## config.mk

```make
export PLATFORM = sky130hd
export DESIGN_NAME = decode_stage
export DESIGN_NICKNAME = d
export VERILOG_FILES = /design/src/rtl/decode_stage.sv
export SDC_FILE = /design/constraint.sdc
export NUM_CORES = 1
export LEC_CHECK = 0
export CAP_MARGIN = 15
export CELL_PAD_IN_SITES_DETAIL_PLACEMENT = 1
export CELL_PAD_IN_SITES_GLOBAL_PLACEMENT = 1
export CORE_MARGIN = 2
export CORE_UTILIZATION = 41
export DETAILED_ROUTE_END_ITERATION = 8
export PLACE_DENSITY = 0.89
export SETUP_SLACK_MARGIN = 0.3
export SYNTH_ARGS = -nofsm -noshare
export SYNTH_HDL_FRONTEND = slang
export SYNTH_SLANG_ARGS = --single-unit
```

## constraint.sdc

```tcl
create_clock -name clk -period 3.5 [get_ports clk]
set_input_delay 0.35 -clock clk [delete_from_list [all_inputs] [get_ports clk]]
set_output_delay 0.35 -clock clk [all_outputs]
set_load 0.05 [all_outputs]
```

## src/rtl/decode_stage.sv

```systemverilog
// Registered instruction-decode stage: field extraction into a one-deep output
// register, with a pending-write scoreboard that stalls fetch on RAW/WAW hazards.
module decode_stage #(
    parameter int LAST_OP = 17,
    parameter int NUM_WB  = 2,
    parameter int SB_EN   = 1
) (
    input  logic                  clk,
    input  logic                  rst_n,
    input  logic                  in_valid,
    output logic                  in_ready,
    input  logic [31:0]           in_instr,
    output logic                  out_valid,
    input  logic                  out_ready,
    output logic [5:0]            out_op,
    output logic [2:0]            out_class,
    output logic [4:0]            out_rd2,
    output logic [4:0]            out_rd1,
    output logic [4:0]            out_rs2,
    output logic [4:0]            out_rs1,
    output logic                  out_wen2,
    output logic                  out_wen1,
    output logic [15:0]           out_imm,
    output logic [7:0]            out_addr,
    output logic                  out_illegal,
    input  logic [NUM_WB-1:0]     wb_valid,
    input  logic [5*NUM_WB-1:0]   wb_idx,
    input  logic                  flush,
    output logic [15:0]           stall_cnt
);

    typedef enum logic [2:0] {
        CLS_LDI = 3'd0,
        CLS_MOV = 3'd1,
        CLS_LD  = 3'd2,
        CLS_ST  = 3'd3,
        CLS_ALU = 3'd4,
        CLS_ILL = 3'd7
    } cls_e;

    typedef struct packed {
        logic [5:0]  op;
        cls_e        cls;
        logic [4:0]  rd2;
        logic [4:0]  rd1;
        logic [4:0]  rs2;
        logic [4:0]  rs1;
        logic        wen2;
        logic        wen1;
        logic [15:0] imm;
        logic [7:0]  addr;
        logic        illegal;
    } bundle_t;

    localparam logic [5:0] LAST_OP_L = 6'(LAST_OP);

    bundle_t     dec;
    bundle_t     bundle_d, bundle_q;
    logic        rd_rs2, rd_rs1;
    logic        hazard, accept;
    logic        out_valid_d, out_valid_q;
    logic [31:0] pending_d, pending_q;
    logic [15:0] stall_cnt_d, stall_cnt_q;

    // Illegal encodings leave every index/enable at zero, so they can never hazard.
    always_comb begin
        dec         = '0;
        rd_rs2      = 1'b0;
        rd_rs1      = 1'b0;
        dec.op      = in_instr[31:26];
        dec.cls     = CLS_ILL;
        dec.illegal = 1'b1;
        case (in_instr[31:26])
            6'd0: begin
                dec.cls = CLS_LDI; dec.illegal = 1'b0;
                dec.rd2 = in_instr[25:21]; dec.imm = in_instr[15:0]; dec.wen2 = 1'b1;
            end
            6'd1: begin
                dec.cls = CLS_MOV; dec.illegal = 1'b0;
                dec.rd2 = in_instr[25:21]; dec.rs2 = in_instr[4:0]; dec.wen2 = 1'b1;
                rd_rs2  = 1'b1;
            end
            6'd2: begin
                dec.cls = CLS_LD; dec.illegal = 1'b0;
                dec.rd2 = in_instr[25:21]; dec.addr = in_instr[7:0]; dec.wen2 = 1'b1;
            end
            6'd3: begin
                dec.cls = CLS_ST; dec.illegal = 1'b0;
                dec.addr = in_instr[25:18]; dec.rs2 = in_instr[4:0];
                rd_rs2   = 1'b1;
            end
            default: begin
                if (in_instr[31:26] <= LAST_OP_L && in_instr[25:21] != in_instr[20:16]) begin
                    dec.cls = CLS_ALU; dec.illegal = 1'b0;
                    dec.rd2 = in_instr[25:21]; dec.rd1 = in_instr[20:16];
                    dec.rs2 = in_instr[9:5];   dec.rs1 = in_instr[4:0];
                    dec.wen2 = 1'b1; dec.wen1 = 1'b1;
                    rd_rs2 = 1'b1; rd_rs1 = 1'b1;
                end
            end
        endcase
    end

    always_comb begin
        hazard = (SB_EN != 0) &&
                 ((dec.wen2 && pending_q[dec.rd2]) || (dec.wen1 && pending_q[dec.rd1]) ||
                  (rd_rs2 && pending_q[dec.rs2])   || (rd_rs1 && pending_q[dec.rs1]));
        in_ready = (!out_valid_q || out_ready) && !hazard && !flush;
        accept   = in_valid && in_ready;
    end

    always_comb begin
        bundle_d    = bundle_q;
        out_valid_d = out_valid_q;
        pending_d   = pending_q;
        stall_cnt_d = stall_cnt_q;

        if (accept) begin
            bundle_d    = dec;
            out_valid_d = 1'b1;
        end else if (out_ready) begin
            out_valid_d = 1'b0;
        end

        // Clears first so a same-edge set on the same index wins.
        for (int unsigned k = 0; k < NUM_WB; k++) begin
            if (wb_valid[k]) pending_d[wb_idx[5*k +: 5]] = 1'b0;
        end
        if (accept && dec.wen2) pending_d[dec.rd2] = 1'b1;
        if (accept && dec.wen1) pending_d[dec.rd1] = 1'b1;

        if (flush) begin
            out_valid_d = 1'b0;
            pending_d   = '0;
        end
        if (SB_EN == 0) pending_d = '0;

        if (in_valid && hazard && !flush && stall_cnt_q != '1)
            stall_cnt_d = stall_cnt_q + 16'd1;
    end

    always_ff @(posedge clk or negedge rst_n) begin
        if (!rst_n) begin
            bundle_q    <= '0;
            out_valid_q <= 1'b0;
            pending_q   <= '0;
            stall_cnt_q <= '0;
        end else begin
            bundle_q    <= bundle_d;
            out_valid_q <= out_valid_d;
            pending_q   <= pending_d;
            stall_cnt_q <= stall_cnt_d;
        end
    end

    assign out_valid   = out_valid_q;
    assign out_op      = bundle_q.op;
    assign out_class   = bundle_q.cls;
    assign out_rd2     = bundle_q.rd2;
    assign out_rd1     = bundle_q.rd1;
    assign out_rs2     = bundle_q.rs2;
    assign out_rs1     = bundle_q.rs1;
    assign out_wen2    = bundle_q.wen2;
    assign out_wen1    = bundle_q.wen1;
    assign out_imm     = bundle_q.imm;
    assign out_addr    = bundle_q.addr;
    assign out_illegal = bundle_q.illegal;
    assign stall_cnt   = stall_cnt_q;

endmodule

```

==> results.md, run 1 <==
* Run status: finished with violations
* Violated checks: design-rule violations, negative setup slack
* I/O Pins at 123
* Layout cells sized above 1 at 33.40%
* Fin cells at 1281
* Max-slew violations at 0
* Count of distinct cell types in the synthesized netlist at 80
* RSZ-0062 raised after global routing: yes
* Synth top area share at 36.66%
* Final Setup Violations at 106
* Synth-to-layout area growth at 51.59%
* Antenna-violating nets left at 0
* First-pass GRT wire length at between 50 and 60 mm
* CP max stage delay at 1.17 ns
* Clock root cell: clkbuf_16
* Routed len/inst at 34.13 um
* CTS tree: yes
* Crit start category: primary input
* IO Port Bufs at approximately 120
* CORE AREA at 0.01718 sq mm
* Final period util at 126.9%
* M1 GR Usage at 45.75%
* Reg2Reg Capture Point: pending_q[27]
* Most Used Layer, Global Route: met2
* CP Launch Point: in_instr[2]
* Combinational share of power at approximately 37%
* Critical path's top delay family: compound AO/OA/AOI/OAI gates
* Worst path slowest cell: a221oi_1
* Die W at 136.2 um
* Setup Skew at 0.01788 ns
* R2r startpoint: pending_q[5]
* Setup ws final at -0.9400 ns
* Via count at ~9400
* Most used cell, CP: buf_6
* Grt met2 use at 62.31%
* Final nets at roughly 1100
* Drt pass-1 iters at 9
* Sw power at roughly 0.0016 W
* Initial Utilization at 41.72%
* Register area share after synthesis at 36.66%
* Crit path DAT at 4.73 ns
* Cells on worst reg2reg path at 11
* Reg clk slew, reported paths at 0.08 ns
* GRT Overall Usage at 38.78%
* Max Fclk at 225.2 MHz
* Die area at 0.01855 sq mm
* Met3 usage at roughly a tenth
* Clock group share of total power at ~28%
* Most common cell in the netlist: nand2_1
* Sw Share at 41.15%
* Placed instance count at roughly 1200
* DRC errors left at 26
* Avg Cell Area, Syn at 8.794 sq um
* Flop-to-flop setup slack at -0.89 ns
* Die extent in y at 136.2 um
* Gate Count Post-Synth at 815
* Slew HR at 2.648%
* Maximum VDD drop at 0.0002877 V
* Antenna violations before repair at 3
* Grt ovf at 0
* Sequential power share at 35.3%
* Lkg Pwr at between 4 and 5 nW
* Crit Path Class: in -> reg
* Number of global-route vias before repair at just under 9000
* Tot Pwr at 0.003976 W
* Ys flop type: dfrtp_1
* Async S/R FF share, synth at 100.0%
* Post-synth EDFFs at 0
* H-tree levels at 3
* Routability cong. at just over 1
* Clock Sinks at 105
* Worst Tran Pin Value at roughly 1.5 ns
* Clk Latency, worst-skew pair at 0.40 ns
* Syn. warnings at 0
* CP endpoint kind: flop
* P per Cell Area at 365.9 mW/mm^2
* Syn nets at 865
* Cell Area, Synth at 0.007167 sq mm
* Flops & latches, synth at 105
* Worst-path fanout max at 12
* Number of max-cap violations at 0
* Synth cell count leaders: nand2_1, dfrtp_1, o21ai_0
* Cts bufs inserted at 9
* CP bufs+invs at 5
* Cell Chain, Critical Path: dlygate4sd2_1 > buf_6 > mux2_2 > a221oi_1 > nand2_1 > a211oi_2 > o221ai_2 > or4_4 > buf_6 > buf_12 > buf_4 > or3_1 > a31oi_1
* Row count at 48
* Vias per std cell at 7.343
* HPWL Detailed at about 23 mm
* Iteration-0 DRC Markers at 1442
* HP Class: in -> async
* Largest net degree at the start of global routing at a little over 60
* Top cells by area, synth: dfrtp_1, nand2_1, mux4_2
* Max Root-Sink Buffers at 2
* CP required at 3.79 ns
* Final hold viol count at 0
* Synth area leader: dfrtp_1
* Internal at 0.002340 W
* Routed WL at about 44 mm
* Post-route minimum period at 4.440 ns
[worst max path at each step]
stage               cells past startpoint       endpoint
floorplan                              12       in_ready
global placement                       12   pending_q[6]
global route                           11  pending_q[28]
CTS                                    16   pending_q[9]
detailed placement                     13   stall_cnt[3]
finish                                 13  pending_q[27]
[area by class of cell]
type,count,area [sq um]
Sequential cell,105,2633
Fill cell,1872,6312
Inverter,15,60.06
Antenna cell,2,5.005
Tap cell,225,281.5
Timing Repair Buffer,295,2816
Clock inverter,7,72.57
Multi-Input combinational cell,623,4771
Clock buffer,9,225.2
[per-stage QoR]
step                hold slack, ns  cell area [sq um]  TNS [ns]  setup WS, ns  utilization (%)
floorplan                  0.05441               7202         0        0.2818                -
global placement            0.4602               9333    -32.72       -0.4909            54.33
global route                0.1352              10860    -46.73       -0.9569            63.22
CTS                         0.1094              10130         0        0.1697            58.95
finish                     0.07562              10860    -63.68       -0.9400            63.25
detailed placement          0.4716               9333    -47.50       -0.7233            54.33
[flip-flops by register name, summed over array words and instances (netlist names), 3 cells and up]
register,count
out_rs1,5
out_imm,16
out_addr,8
out_rs2,5
out_rd2,5
out_op,6
pending_q,32
out_class,3
stall_cnt,16
out_rd1,5
[power groups by stage]
stage / Clock [W] / Combinational [W] / Sequential (W)
after floorplan: 0 / 0.000342 / 0.00169
after global placement: 0 / 0.00112 / 0.00139
after detailed placement: 0 / 0.00115 / 0.00140
after CTS: 0.00106 / 0.00122 / 0.00138
after global routing: 0.00115 / 0.00149 / 0.00141
final: 0.00112 / 0.00145 / 0.00141
[routing by layer]
metal | share of wire [%] | up-vias
li1 | - | 3505
met2 | 44 | 962
met1 | 34 | 4519
met3 | 12 | 419
met5 | 0.11 | -
met4 | 9.9 | 2
[what timing repair did]
item | CTS | global route
hold buffers | 0 | 0
buffers inserted | 26 | 20
cloned | 0 | 4
pin swaps | 36 | 52
hold endpoints to repair | 0 | 0
gates resized for setup | 113 | 151
setup endpoints to repair | 106 | 106
[cells by family (layout without fill, tap and decap cells)]
logic type      after synthesis  in the layout  share of synthesized area [%]
other cells                   0              2                              0
fa+ha+maj                     1              1                         0.1746
flops                       105            105                          36.66
xor+xnor                     20             20                          2.444
mux                          39             39                          8.782
buf+inv                      87            326                          5.447
simple gates                344            344                          25.75
compound gates              219            219                          20.74
[placed cells by master, fill, tap and decap left out, types with 18 or more instances in the layout]
cell type and n:
buf_4 132, nand2_1 113, clkdlybuf4s50_1 101, dfrtp_1 101, o21ai_0 40, nor2_1 27
buf_6 25, o21ai_1 23, nor3_1 22, a22oi_1 21, a31oi_1 18, mux4_2 18
nand4_1 18
(Power assumes the default switching activity.)
==> run 2, diff against run 1 <==
Settings changed: CORE_UTILIZATION 41 to 37, PLACE_DENSITY 0.89 to 0.85.
Clock period 3.5 ns to 3.7 ns, I/O delays scaled along.
==> run 2 against run 1 <==
  * The flow now finishes without violations
  * Count of clock-buffer cells in the layout did not move
  * Register-to-register slack better by 1.2 ns
  * Sequential cell count is the same
  * Power decreased by 13%
  * Non-clock buffer count down 34
  * Critical path depth unchanged
  * Largest cell class unchanged
  * Highest routed layer is now met4
==> results.md, run 2 (synthesis gave the netlist of run 1 again) <==
* ANT cells at 0 (was 2)
* Most used cell, CP: buf_4 (was buf_6)
* Final period util at 96.22%
* Initial Utilization at 38.06% (was 41.72%)
* Max Root-Sink Buffers at 2 (unchanged)
* Cell Chain, Critical Path: clkdlybuf4s15_1 > buf_4 > buf_4 > and3_1 > buf_4 > nor2_4 > buf_4 > a211oi_2 > o21ai_1 > and4_4 > or4_4 > or4_4 > o21ai_0 (was dlygate4sd2_1 > buf_6 > mux2_2 > a221oi_1 > nand2_1 > a211oi_2 > o221ai_2 > or4_4 > buf_6 > buf_12 > buf_4 > or3_1 > a31oi_1)
* Final core utilization at 53.26% (was 63.25%)
* Die area at 0.02050 sq mm (was 0.01855 sq mm)
* Reg clk slew, reported paths at 0.08 ns (about the same)
* First-pass GRT wire length at 48.66 mm (was 53.92 mm)
* CTS tree: yes (unchanged)
* HPWL Detailed at 22.51 mm (was 23.06 mm)
* Routed len/inst at 25.80 um (was 34.13 um)
* Crit path DAT at 3.80 ns (was 4.73 ns)
* Row count at 50 (was 48)
* Post-route minimum period at 3.560 ns
* Routed WL at 33.03 mm (was 43.72 mm)
* Slew HR at 35.66% (was 2.648%)
* Largest Register: pending_q (unchanged)
* Most frequent cells in the layout: nand2_1, buf_4, dfrtp_1 (was buf_4, nand2_1, clkdlybuf4s50_1, dfrtp_1, o21ai_0)
* Iteration-0 DRC Markers at 992 (was 1442)
* Routability cong. at 0.9794 (was 1.011)
* I/O Pins at 123 (unchanged)
* Most common cell after layout, fill and taps aside: nand2_1 (was buf_4)
* Worst-path fanout max at 12 (unchanged)
* Worst Tran Pin Value at 0.9651 ns (was 1.460 ns)
* Layout cells sized above 1 at 24.31% (was 33.40%)
* Critical path's top delay family: simple AND/OR/NAND/NOR gates (was compound AO/OA/AOI/OAI gates)
* Synth-to-layout area growth at 39.94% (was 51.59%)
* Max Fclk at 280.9 MHz
* DRC errors left at 0 (was 26)
* CP required at 3.94 ns (was 3.79 ns)
* Worst path slowest cell: or4_4 (was a221oi_1)
* CTS Hold Bufs at 0 (unchanged)
* P per Cell Area at 343.7 mW/mm^2 (was 365.9 mW/mm^2)
* Crit Path Class: in -> reg (unchanged)
* Setup Skew at 0.008810 ns (was 0.01788 ns)
* IO Port Bufs at 122 (unchanged)
* Largest net degree at the start of global routing at 105 (was 62)
* Number of global-route vias before repair at 8346 (was 8857)
* Lkg Pwr at 4.093 nW (was 4.485 nW)
* CP max stage delay at 0.58 ns (was 1.17 ns)
* Run status: completed (was finished with violations)
* H-tree levels at 3 (unchanged)
* Antenna-violating nets left at 0 (unchanged)
* CP bufs+invs at 5 (unchanged)
* Number of max-cap violations at 0 (unchanged)
* Clock Sinks at 105 (unchanged)
* Final hold viol count at 0 (unchanged)
* Die W at 143.2 um (was 136.2 um)
* GRT Overall Usage at 31.06% (was 38.78%)
* Max reg flops at 32 (unchanged)
* Drt pass-1 iters at 5 (was 9)
* CP endpoint kind: flop (unchanged)
* Vias per std cell at 6.358 (was 7.343)
* WHS at 0.1458 ns (was 0.07562 ns)
* Final nets at 1065 (was 1099)
* Clock root cell: clkbuf_16 (unchanged)
* Cts bufs inserted at 9 (unchanged)
* Crit start category: primary input (unchanged)
* Final Setup Violations at 0 (was 106)
* HP Class: in -> async (unchanged)
* Max-slew violations at 0 (unchanged)
* Antenna violations before repair at 1 (was 3)
* Maximum VDD drop at 0.0001814 V (was 0.0002877 V)
* Grt ovf at 0 (unchanged)
* CORE AREA at 0.01883 sq mm (was 0.01718 sq mm)
* Filler cells at 2140 (was 1872)
* RSZ-0062 raised after global routing: yes (unchanged)
* Via count at 8138 (was 9407)
* Clk Latency, worst-skew pair at 0.37 ns (was 0.40 ns)
* Die extent in y at 143.2 um (was 136.2 um)
## run 2: cell types whose count changed in the layout (fill, tap and decap cells not counted), sizes merged, moves of 2 or more
cell,before,now
clkinvlp,2,0
dlygate4sd2,4,10
diode,2,0
buf,176,143
clkbuf,16,10
clkinv,2,4
clkdlybuf4s15,7,5
## run 2: layout make-up
| type | count | area (sq um) | area share (%) |
|---|---|---|---|
| clock buffer | 9 | 225.2 | 2.246 |
| clock inverter | 7 | 72.57 | 0.7236 |
| inverter | 15 | 56.30 | 0.5614 |
| multi-input combinational | 623 | 4355 | 43.43 |
| sequential | 105 | 2628 | 26.20 |
| tap | 260 | 325.3 | 3.244 |
| timing repair buffer | 261 | 2367 | 23.60 |
## run 2: final timing paths
kind,startpoint,endpoint,slack (ns),cells past startpoint
hold / removal,rst_n,out_imm[11],0.15,1
max in group asynchronous,rst_n,pending_q[30],2.73,2
setup / recovery,in_instr[0],pending_q[20],0.14,13
min in group clk,in_instr[28],out_op[2],0.39,3
setup reg to reg,pending_q[19],pending_q[20],0.26,10
hold reg to reg,out_rs2[4],out_rs2[4],0.48,2
## run 2: what timing repair did
item	in CTS	in global routing
setup endpoints to repair	106	29
pin swaps	22	22
gates resized for setup	69	34
buffers inserted	13	9
## run 2: metrics by stage
stage	total power, W	cell area [sq um]	setup TNS (ns)	instances	setup slack [ns]
4_1_cts	0.003411	9859	0	1271	0.3045
2_1_floorplan	0.001920	7179	0	815	0.2941
3_3_place_gp	0.002375	9329	-30.45	1242	-0.4794
6_report	0.003447	10030	0	1280	0.1398
3_5_place_dp	0.002409	9329	-41.60	1242	-0.6381
5_1_grt	0.003558	10030	0	1280	0.1641
## run 2: routing by layer
layer	track usage [%]	wire length, um	vias to the layer above
met4	18.97	2035	0
met5	0	0	-
met3	5.533	3089	162
met1	39.43	12910	3982
li1	-	-	3431
met2	49.21	14990	563
## run 2: where the power goes
| part | internal [W] | switching (W) |
|---|---|---|
| registers | 0.00123 | 0.0000769 |
| logic | 0.000418 | 0.000744 |
| clock network | 0.000478 | 0.000500 |
## run 2: worst register-to-register path, cell delays in order, from the launching register on
cell	delay (ns)
dfrtp_1	0.41
buf_4	0.17
mux4_2	0.45
nor2b_1	0.16
a211oi_2	0.23
a211oi_1	0.10
a31oi_1	0.22
o221ai_2	0.15
or4_4	0.58
or4_4	0.51
o21ai_0	0.33
==> run 3, diff against run 2 <==
Settings changed: CAP_MARGIN 15 to 10.
==> results of run 3 <==
The final DEF is identical to that of run 2; final timing and power are the same.
